$ cat config.mk
export PLATFORM = sky130hd
export DESIGN_NAME = param_shift_sequencer
export DESIGN_NICKNAME = d
export VERILOG_FILES = /design/src/rtl/param_shift_sequencer.sv
export SDC_FILE = /design/constraint.sdc
export NUM_CORES = 1
export LEC_CHECK = 0
export ABC_AREA = 1
export CAP_MARGIN = 10
export CORE_UTILIZATION = 43
export DETAILED_ROUTE_END_ITERATION = 16
export PLACE_DENSITY = 0.75
export SLEW_MARGIN = 0
export SYNTH_ARGS = -nofsm -noshare
export SYNTH_HDL_FRONTEND = slang
export SYNTH_SLANG_ARGS = --single-unit
export TNS_END_PERCENT = 30
$ cat constraint.sdc
create_clock -name clk -period 1.2 [get_ports clk]
set_clock_uncertainty 0.2 [all_clocks]
set_input_delay 0.18 -clock clk [delete_from_list [all_inputs] [get_ports clk]]
set_output_delay 0.18 -clock clk [all_outputs]
set_load 0.05 [all_outputs]
$ cat src/rtl/param_shift_sequencer.sv
// -----------------------------------------------------------------------------
// param_shift_sequencer
//   WIDTH-bit register with parallel load and a multi-step shift sequencer.
//   In IDLE the register can be loaded (load_n low) or a shift sequence can be
//   started (start high). A started sequence applies one single-bit shift or
//   rotate per clock for 'amount' clocks, then spends one cycle in DONE, which
//   pulses 'done', before returning to IDLE.
//
// Ports
//   clk        rising-edge clock
//   reset_n    asynchronous reset, active low
//   load_val   parallel load value (WIDTH bits)
//   load_n     active-low parallel load, honoured only in IDLE
//   start      begin a shift sequence, honoured only in IDLE
//   op         000 LSR, 001 ASR, 010 LSL, 011 ROR, 100 ROL, others HOLD
//   amount     number of single-bit steps, latched on start
//   serial_in  fill bit for LSR (into MSB) and LSL (into LSB), sampled live
//   q          register contents
//   carry      last bit shifted or rotated out
//   busy       high whenever the FSM is not IDLE
//   done       one-cycle pulse when a sequence completes
// -----------------------------------------------------------------------------
module param_shift_sequencer #(
   parameter int WIDTH = 8,
   parameter int AMT_W = 4
) (
   input  logic             clk,
   input  logic             reset_n,
   input  logic [WIDTH-1:0] load_val,
   input  logic             load_n,
   input  logic             start,
   input  logic [2:0]       op,
   input  logic [AMT_W-1:0] amount,
   input  logic             serial_in,
   output logic [WIDTH-1:0] q,
   output logic             carry,
   output logic             busy,
   output logic             done
);

   localparam logic [1:0] IDLE  = 2'd0;
   localparam logic [1:0] SHIFT = 2'd1;
   localparam logic [1:0] DONE  = 2'd2;

   localparam logic [2:0] OP_LSR = 3'b000;
   localparam logic [2:0] OP_ASR = 3'b001;
   localparam logic [2:0] OP_LSL = 3'b010;
   localparam logic [2:0] OP_ROR = 3'b011;
   localparam logic [2:0] OP_ROL = 3'b100;

   logic [1:0]       state;
   logic [2:0]       op_r;     // operation latched on start
   logic [AMT_W-1:0] step_cnt; // steps still to run, loaded with amount on start
   logic [WIDTH-1:0] shift_q;
   logic             shift_c;

   // Result of one step of the latched operation applied to the current q.
   always_comb begin
      // NOTE: every always_comb output gets a default before the case so no
      // path leaves it unassigned, which would otherwise infer a latch.
      shift_q = q;
      shift_c = 1'b0;
      case (op_r)
         OP_LSR: begin
            shift_q = {serial_in, q[WIDTH-1:1]};
            shift_c = q[0];
         end
         OP_ASR: begin
            shift_q = {q[WIDTH-1], q[WIDTH-1:1]};
            shift_c = q[0];
         end
         OP_LSL: begin
            shift_q = {q[WIDTH-2:0], serial_in};
            shift_c = q[WIDTH-1];
         end
         OP_ROR: begin
            shift_q = {q[0], q[WIDTH-1:1]};
            shift_c = q[0];
         end
         OP_ROL: begin
            shift_q = {q[WIDTH-2:0], q[WIDTH-1]};
            shift_c = q[WIDTH-1];
         end
         default: begin
            // HOLD: register unchanged, carry cleared, step still counted.
            shift_q = q;
            shift_c = 1'b0;
         end
      endcase
   end

   // NOTE: sequential state uses non-blocking assignments so every register
   // samples pre-edge values; the reset branch is asynchronous, so an
   // in-flight sequence is abandoned immediately and never reaches DONE.
   always_ff @(posedge clk or negedge reset_n) begin
      if (!reset_n) begin
         state    <= IDLE;
         q        <= '0;
         carry    <= 1'b0;
         op_r     <= '0;
         step_cnt <= '0;
      end else begin
         case (state)
            IDLE: begin
               if (!load_n) begin
                  // Load takes priority; a coincident start is dropped.
                  q     <= load_val;
                  carry <= 1'b0;
               end else if (start) begin
                  op_r     <= op;
                  step_cnt <= amount;
                  carry    <= 1'b0;
                  state    <= (amount == '0) ? DONE : SHIFT;
               end
            end
            SHIFT: begin
               q        <= shift_q;
               carry    <= shift_c;
               step_cnt <= step_cnt - AMT_W'(1);
               if (step_cnt == AMT_W'(1)) begin
                  state <= DONE;
               end
            end
            DONE: begin
               state <= IDLE;
            end
            default: begin
               state <= IDLE;
            end
         endcase
      end
   end

   assign busy = (state != IDLE);
   assign done = (state == DONE);

endmodule

== Yosys cells after proc, flatten, opt, wreduce, memory -nomap -nowiden ==
Index checks and enable logic that the tools add are counted.

* Bits of input ports: 20
* Output and inout bits: 11
* Flip-flop bits (word level): 18

* Muxes and demuxes: 15
* Add/subtract/negate cells: 1
* Reductions and logical operators: 13
* Equal/unequal tests: 15

{| class="wikitable"
|+ Operators with widths
! kind !! count
|-
| 8-bit case mux with 5 select lines || 1
|-
| 8-bit case mux with 2 select lines || 1
|-
| 3-bit AND reduction || 4
|-
| 2-bit inequality test (second input constant) || 5
|-
| 2-bit 2-to-1 mux || 4
|-
| 4-bit 2-to-1 mux || 2
|-
| 8-bit 2-to-1 mux || 1
|-
| 4-bit case mux with 2 select lines || 1
|-
| 3-bit by 2-bit equality test with 1-bit output (second input constant) || 2
|-
| 6-bit by 1-bit inequality test with 1-bit output (second input constant) || 1
|-
| 5-bit by 1-bit inequality test with 1-bit output (second input constant) || 1
|-
| 4-bit by 1-bit equality test with 1-bit output (second input constant) || 1
|-
| 4-bit logical NOT || 1
|-
| 1-bit case mux with 2 select lines || 2
|-
| 2-bit case mux with 2 select lines || 1
|-
| 4-bit AND reduction || 1
|-
| 2-bit nonzero test || 2
|-
| 4-bit by 1-bit subtractor with 4-bit output (second input constant) || 1
|-
| 3-bit by 1-bit equality test with 1-bit output (second input constant) || 1
|-
| 3-bit equality test (second input constant) || 1
|-
| 3-bit logical NOT || 1
|-
| 3-bit inequality test (second input constant) || 1
|-
| 3-bit OR reduction || 1
|-
| 2-bit by 1-bit equality test with 1-bit output (second input constant) || 1
|-
| other kinds (5) || 6
|}

== Longest topological paths before layout ==
* Depth in word-level cells: 5
* Gate-level depth with buffers: 8
* Mapped depth without buffers: 8

== Worst setup path after synthesis ==
No wires, ideal clock.

* Kind: flip-flop to flip-flop
* From: reg state[0]
* To: reg q[0]
* Slack: -0.334 ns
* Path buffers: 0
* Cell stages (with the launch flop): 8
* Library setup time: 0.066 ns
* Period minus slack after synthesis: 1.534 ns
* Arrival time: 1.268 ns
* Cells stage by stage: dfrtp_1 inv_2 nand2_2 nor2_2 nor2_4 nor2_1 nand2_1 nand2_1

* Longest elaborated chain between the ends: 3

{| class="wikitable"
|+ Ends and longest elaborated chain
! item !! RTL line !! source
|-
| start, declared || 51 || <nowiki>logic [1:0] state;</nowiki>
|-
| start signal, assigned || 113 || <nowiki>state <= (amount == '0) ? DONE : SHIFT;</nowiki>
|-
| 2-bit by 1-bit equality test with 1-bit output / 2-bit logical NOT (equally long branches) || 103 || <nowiki>case (state)</nowiki>
|-
| 6-bit by 1-bit inequality test with 1-bit output (no source line) (tied with other cells) || n/a ||
|-
| 3-bit AND reduction (no source line) || n/a ||
|-
| end signal, assigned || 107 || <nowiki>q <= load_val;</nowiki>
|-
| end signal, assigned || 117 || <nowiki>q <= shift_q;</nowiki>
|-
| end, declared || 35 || <nowiki>output logic [WIDTH-1:0] q,</nowiki>
|}

Parallel ways exist; a longest one is shown, timed or not.
A chain may end at the register's enable or synchronous reset.

== Worst setup path in the final report ==
* From: reg state[0]
* To: out done

* Longest elaborated chain between the ends: 1

{| class="wikitable"
|+ Ends and longest elaborated chain
! item !! RTL line !! source
|-
| 2-bit equality test || 135 || <nowiki>assign done = (state == DONE);</nowiki>
|-
| end, declared || 38 || <nowiki>output logic done</nowiki>
|}

Every way passes these cells.

==> summary.md <==
| Metric | Value |
|---|---|
| Fin crit period | 1580 ps |
| Multi-input logic area | 709 um2 |
| Via count | 1377 |
| Vias in the first global route | ~1300 |
| TritonCTS clock tree | done |
| Area growth syn-to-layout | 70.0% |
| Critical Path, Cell by Cell | buf_6 > nor2_4 > buf_12 |
| Critical Path Source Type | flip-flop |
| Util after Layout | between 70 and 80% |
| Final period util | 131% |
| Fillers | 169 |
| Core region area | 2520 um2 |
| Post-Syn Instances | 156 |
| Status | finished, violations left |
| Unique masters post-synth | 28 |
| Avg Inst Size Synth | between 7 and 8 um2 |
| CTS Hold Bufs | 0 |
| Crit path setup slack, layout | -376 ps |
| Cts bufs inserted | 3 |
| Vias/cell | approximately 5.6 |
| VDD IR max | roughly 2400 uV |
| Hold WS | approximately 0.22 ps |
| Die width | approximately 54 um |
| Warnings from Yosys | 0 |
| DRC Markers | 0 |
| GR peak layer | met2 |
| Gpl congestion | between 0.8 and 0.9 |
| Die area | 2910 um2 |
| Antenna Nets Post-Route | 0 |
| R2R Path Start | state[1] |
| Share of layout cells above drive strength 1 | approximately two fifths |
| Root buffer cell | clkbuf_4 |
| HP Class | in -> async |
| Diodes inserted | 0 |
| Clock Sinks | 18 |
| R2r endpoint | q[0] |
| Initial Util | a little under half |
| Worst slew margin | between 70% and 80% |
| Leakage | around 0.00091 uW |
| Max-cap viol count | 0 |
| Final hold violation count | 0 |
| Worst-Margin Slew | roughly 320 ps |
| Final wirelength | ~3700 um |
| Initial antenna violation count | 0 |
| Final Net Count | ~240 |
| Slowest CP cell | dfrtp_2 |
| Register area | 462 um2 |
| Pre-Repair DR Iteration Count | 4 |
| Io pins | 31 |
| PwrDens | between 3000 and 4000 nW/um2 |
| Die height | between 50 and 60 um |
| CP Max Fanout | 5 |
| GRT Util Overall | between 20% and 30% |
| Number of port buffers | 30 |
| Required time of the critical path | 820 ps |
| FMAX | 635 MHz |
| Met3 Track Usage GR | 4.80% |
| Cell area after layout | roughly 2000 um2 |
| Wire per inst | ~15 um |
| Max Buffers Root-to-Sink | 2 |
| Remaining Overflow, GRT | 0 |
| Failing checks | negative setup slack |
| Met1 usage | 36.5% |
| GR Layer Usage met2 | 47.1% |
| Post-Place Cell Area | roughly 1800 um2 |
| Placed instance count | roughly 240 |
| Clk_lat worst skew | approximately 310 ps |
| CP arrival | 1200 ps |
| RSZ-0062 raised after global routing | yes |
| Largest stage delay on the critical path | roughly 480 ps |
| Register area share after synthesis | 38.9% |
| R2r setup slk | -340 ps |
| FF+latch count, synth | 18 |
| Clk slew on worst S/H paths | ~110 ps |
| H-tree depth | 1 |
| Iteration-0 DRC Markers | 32 |
| Setup Crit Path Kind | reg -> out |
| Max-slew violations | 0 |
| Final cell count without fillers | 244 |
| Largest net degree at the start of global routing | 19 |
| Synthesized Nets | 178 |
| Row count | 18 |
| Post-DP HPWL | 2540 um |
| Final Setup Violations | 29 |
| Synthesized area | roughly 1200 um2 |
| Worst reg2reg path depth | 7 |
| Critical Path End Type | output port |
| First-pass GRT wire length | approximately 5900 um |
[kinds of logic (layout without fill, tap and decap cells)]
logic type / Yosys count / after routing / share of synthesized area (%)
flip-flops: 18 / 18 / 38.9
adder cells (fa/ha/maj): 2 / 2 / 2.16
AO/OA/AOI/OAI: 34 / 34 / 17.4
AND/OR/NAND/NOR: 82 / 82 / 34.0
buffers and inverters: 19 / 77 / 6.80
XOR/XNOR: 1 / 1 / 0.756
[per-layer routing]
| layer | vias to the layer above | share of wire [%] |
|---|---|---|
| met5 | - | 0 |
| met4 | 0 | 3.3 |
| met3 | 14 | 4.9 |
| met2 | 67 | 52 |
| met1 | 650 | 39 |
| li1 | 646 | - |
[cells in the mapped netlist]
| cell type | n | area share [%] |
|---|---|---|
| a21oi_1 | 8 | 3.5 |
| nand2_8 | 1 | 1.7 |
| nor2_1 | 18 | 5.8 |
| nor2_2 | 1 | 0.54 |
| nor3_1 | 1 | 0.43 |
| nand2_1 | 37 | 12 |
| o22ai_1 | 7 | 3.8 |
| o21ai_1 | 11 | 4.8 |
| inv_1 | 11 | 3.6 |
| nor2_4 | 1 | 0.97 |
| nand3_2 | 1 | 0.86 |
| dfrtp_1 | 18 | 39 |
| o21ai_0 | 3 | 1.3 |
| buf_4 | 1 | 0.65 |
| inv_2 | 5 | 1.6 |
| a221oi_1 | 1 | 0.76 |
| inv_4 | 1 | 0.54 |
| a21oi_2 | 1 | 0.76 |
| xor2_1 | 1 | 0.76 |
| nand2_4 | 3 | 2.9 |
| buf_2 | 1 | 0.43 |
| a31oi_1 | 1 | 0.54 |
| a21oi_4 | 1 | 1.4 |
| ha_1 | 2 | 2.2 |
| nand2_2 | 2 | 1.1 |
| nand3_1 | 14 | 6.0 |
| nand4_1 | 3 | 1.6 |
| o211ai_1 | 1 | 0.65 |
[registers in the layout, indices dropped and copies added, names as in the netlist]
register  flops
q             8
carry         1
state         2
step_cnt      4
op_r          3
[metrics by stage]
step	power [uW]	setup TNS (ps)	setup WS [ps]
final	6440	-6700	-376
after global routing	6840	-8370	-430
after CTS	6250	-5710	-366
after detailed placement	5550	-6420	-449
after global placement	5410	-5790	-398
after floorplan	3650	-2220	-172
[how the worst max path moves through the flow]
stage                   from          end  slack, ps  cells past startpoint
finish              state[0]         done       -380                      3
floorplan           state[0]         q[0]       -170                      7
detailed placement     start  step_cnt[1]       -450                      7
global placement       start  step_cnt[1]       -400                      7
global route        state[1]         q[0]       -430                      7
CTS                 state[1]         done       -370                      4
[where the power goes]
| group | total, uW | switching (uW) | internal, uW |
|---|---|---|---|
| registers | 1370 | 428 | 941 |
| logic | 4670 | 2540 | 2130 |
| clock network | 398 | 213 | 185 |
[cells in the final DEF (no fill, tap or decap), types with 6 or more instances in the layout]
cell,count
a21oi_1,6
buf_12,13
buf_4,18
buf_6,6
clkdlybuf4s50_1,19
dfrtp_1,9
dfrtp_2,9
inv_1,10
nand2_1,36
nand3_1,12
nor2_1,12
o21ai_1,12
o22ai_1,7
[worst max-delay path, delay by kind of cell (launching register included)]
kind / cells / cell delay, ps
simple gates: 1 / 120
flops: 1 / 480
buf+inv: 2 / 280
[layout make-up]
type | count | area share [%]
tap | 30 | 1.91
inverter | 17 | 3.62
timing repair buffer | 56 | 33.2
clock buffer | 4 | 1.84
multi-input combinational | 119 | 36.0
sequential | 18 | 23.4
[what timing repair did]
item	CTS	global route
hold endpoints to repair	0	0
endpoints found under the setup margin	29	29
resized for setup	22	12
pin swaps	3	3
setup buffers	3	1
(Power assumes the default switching activity.)
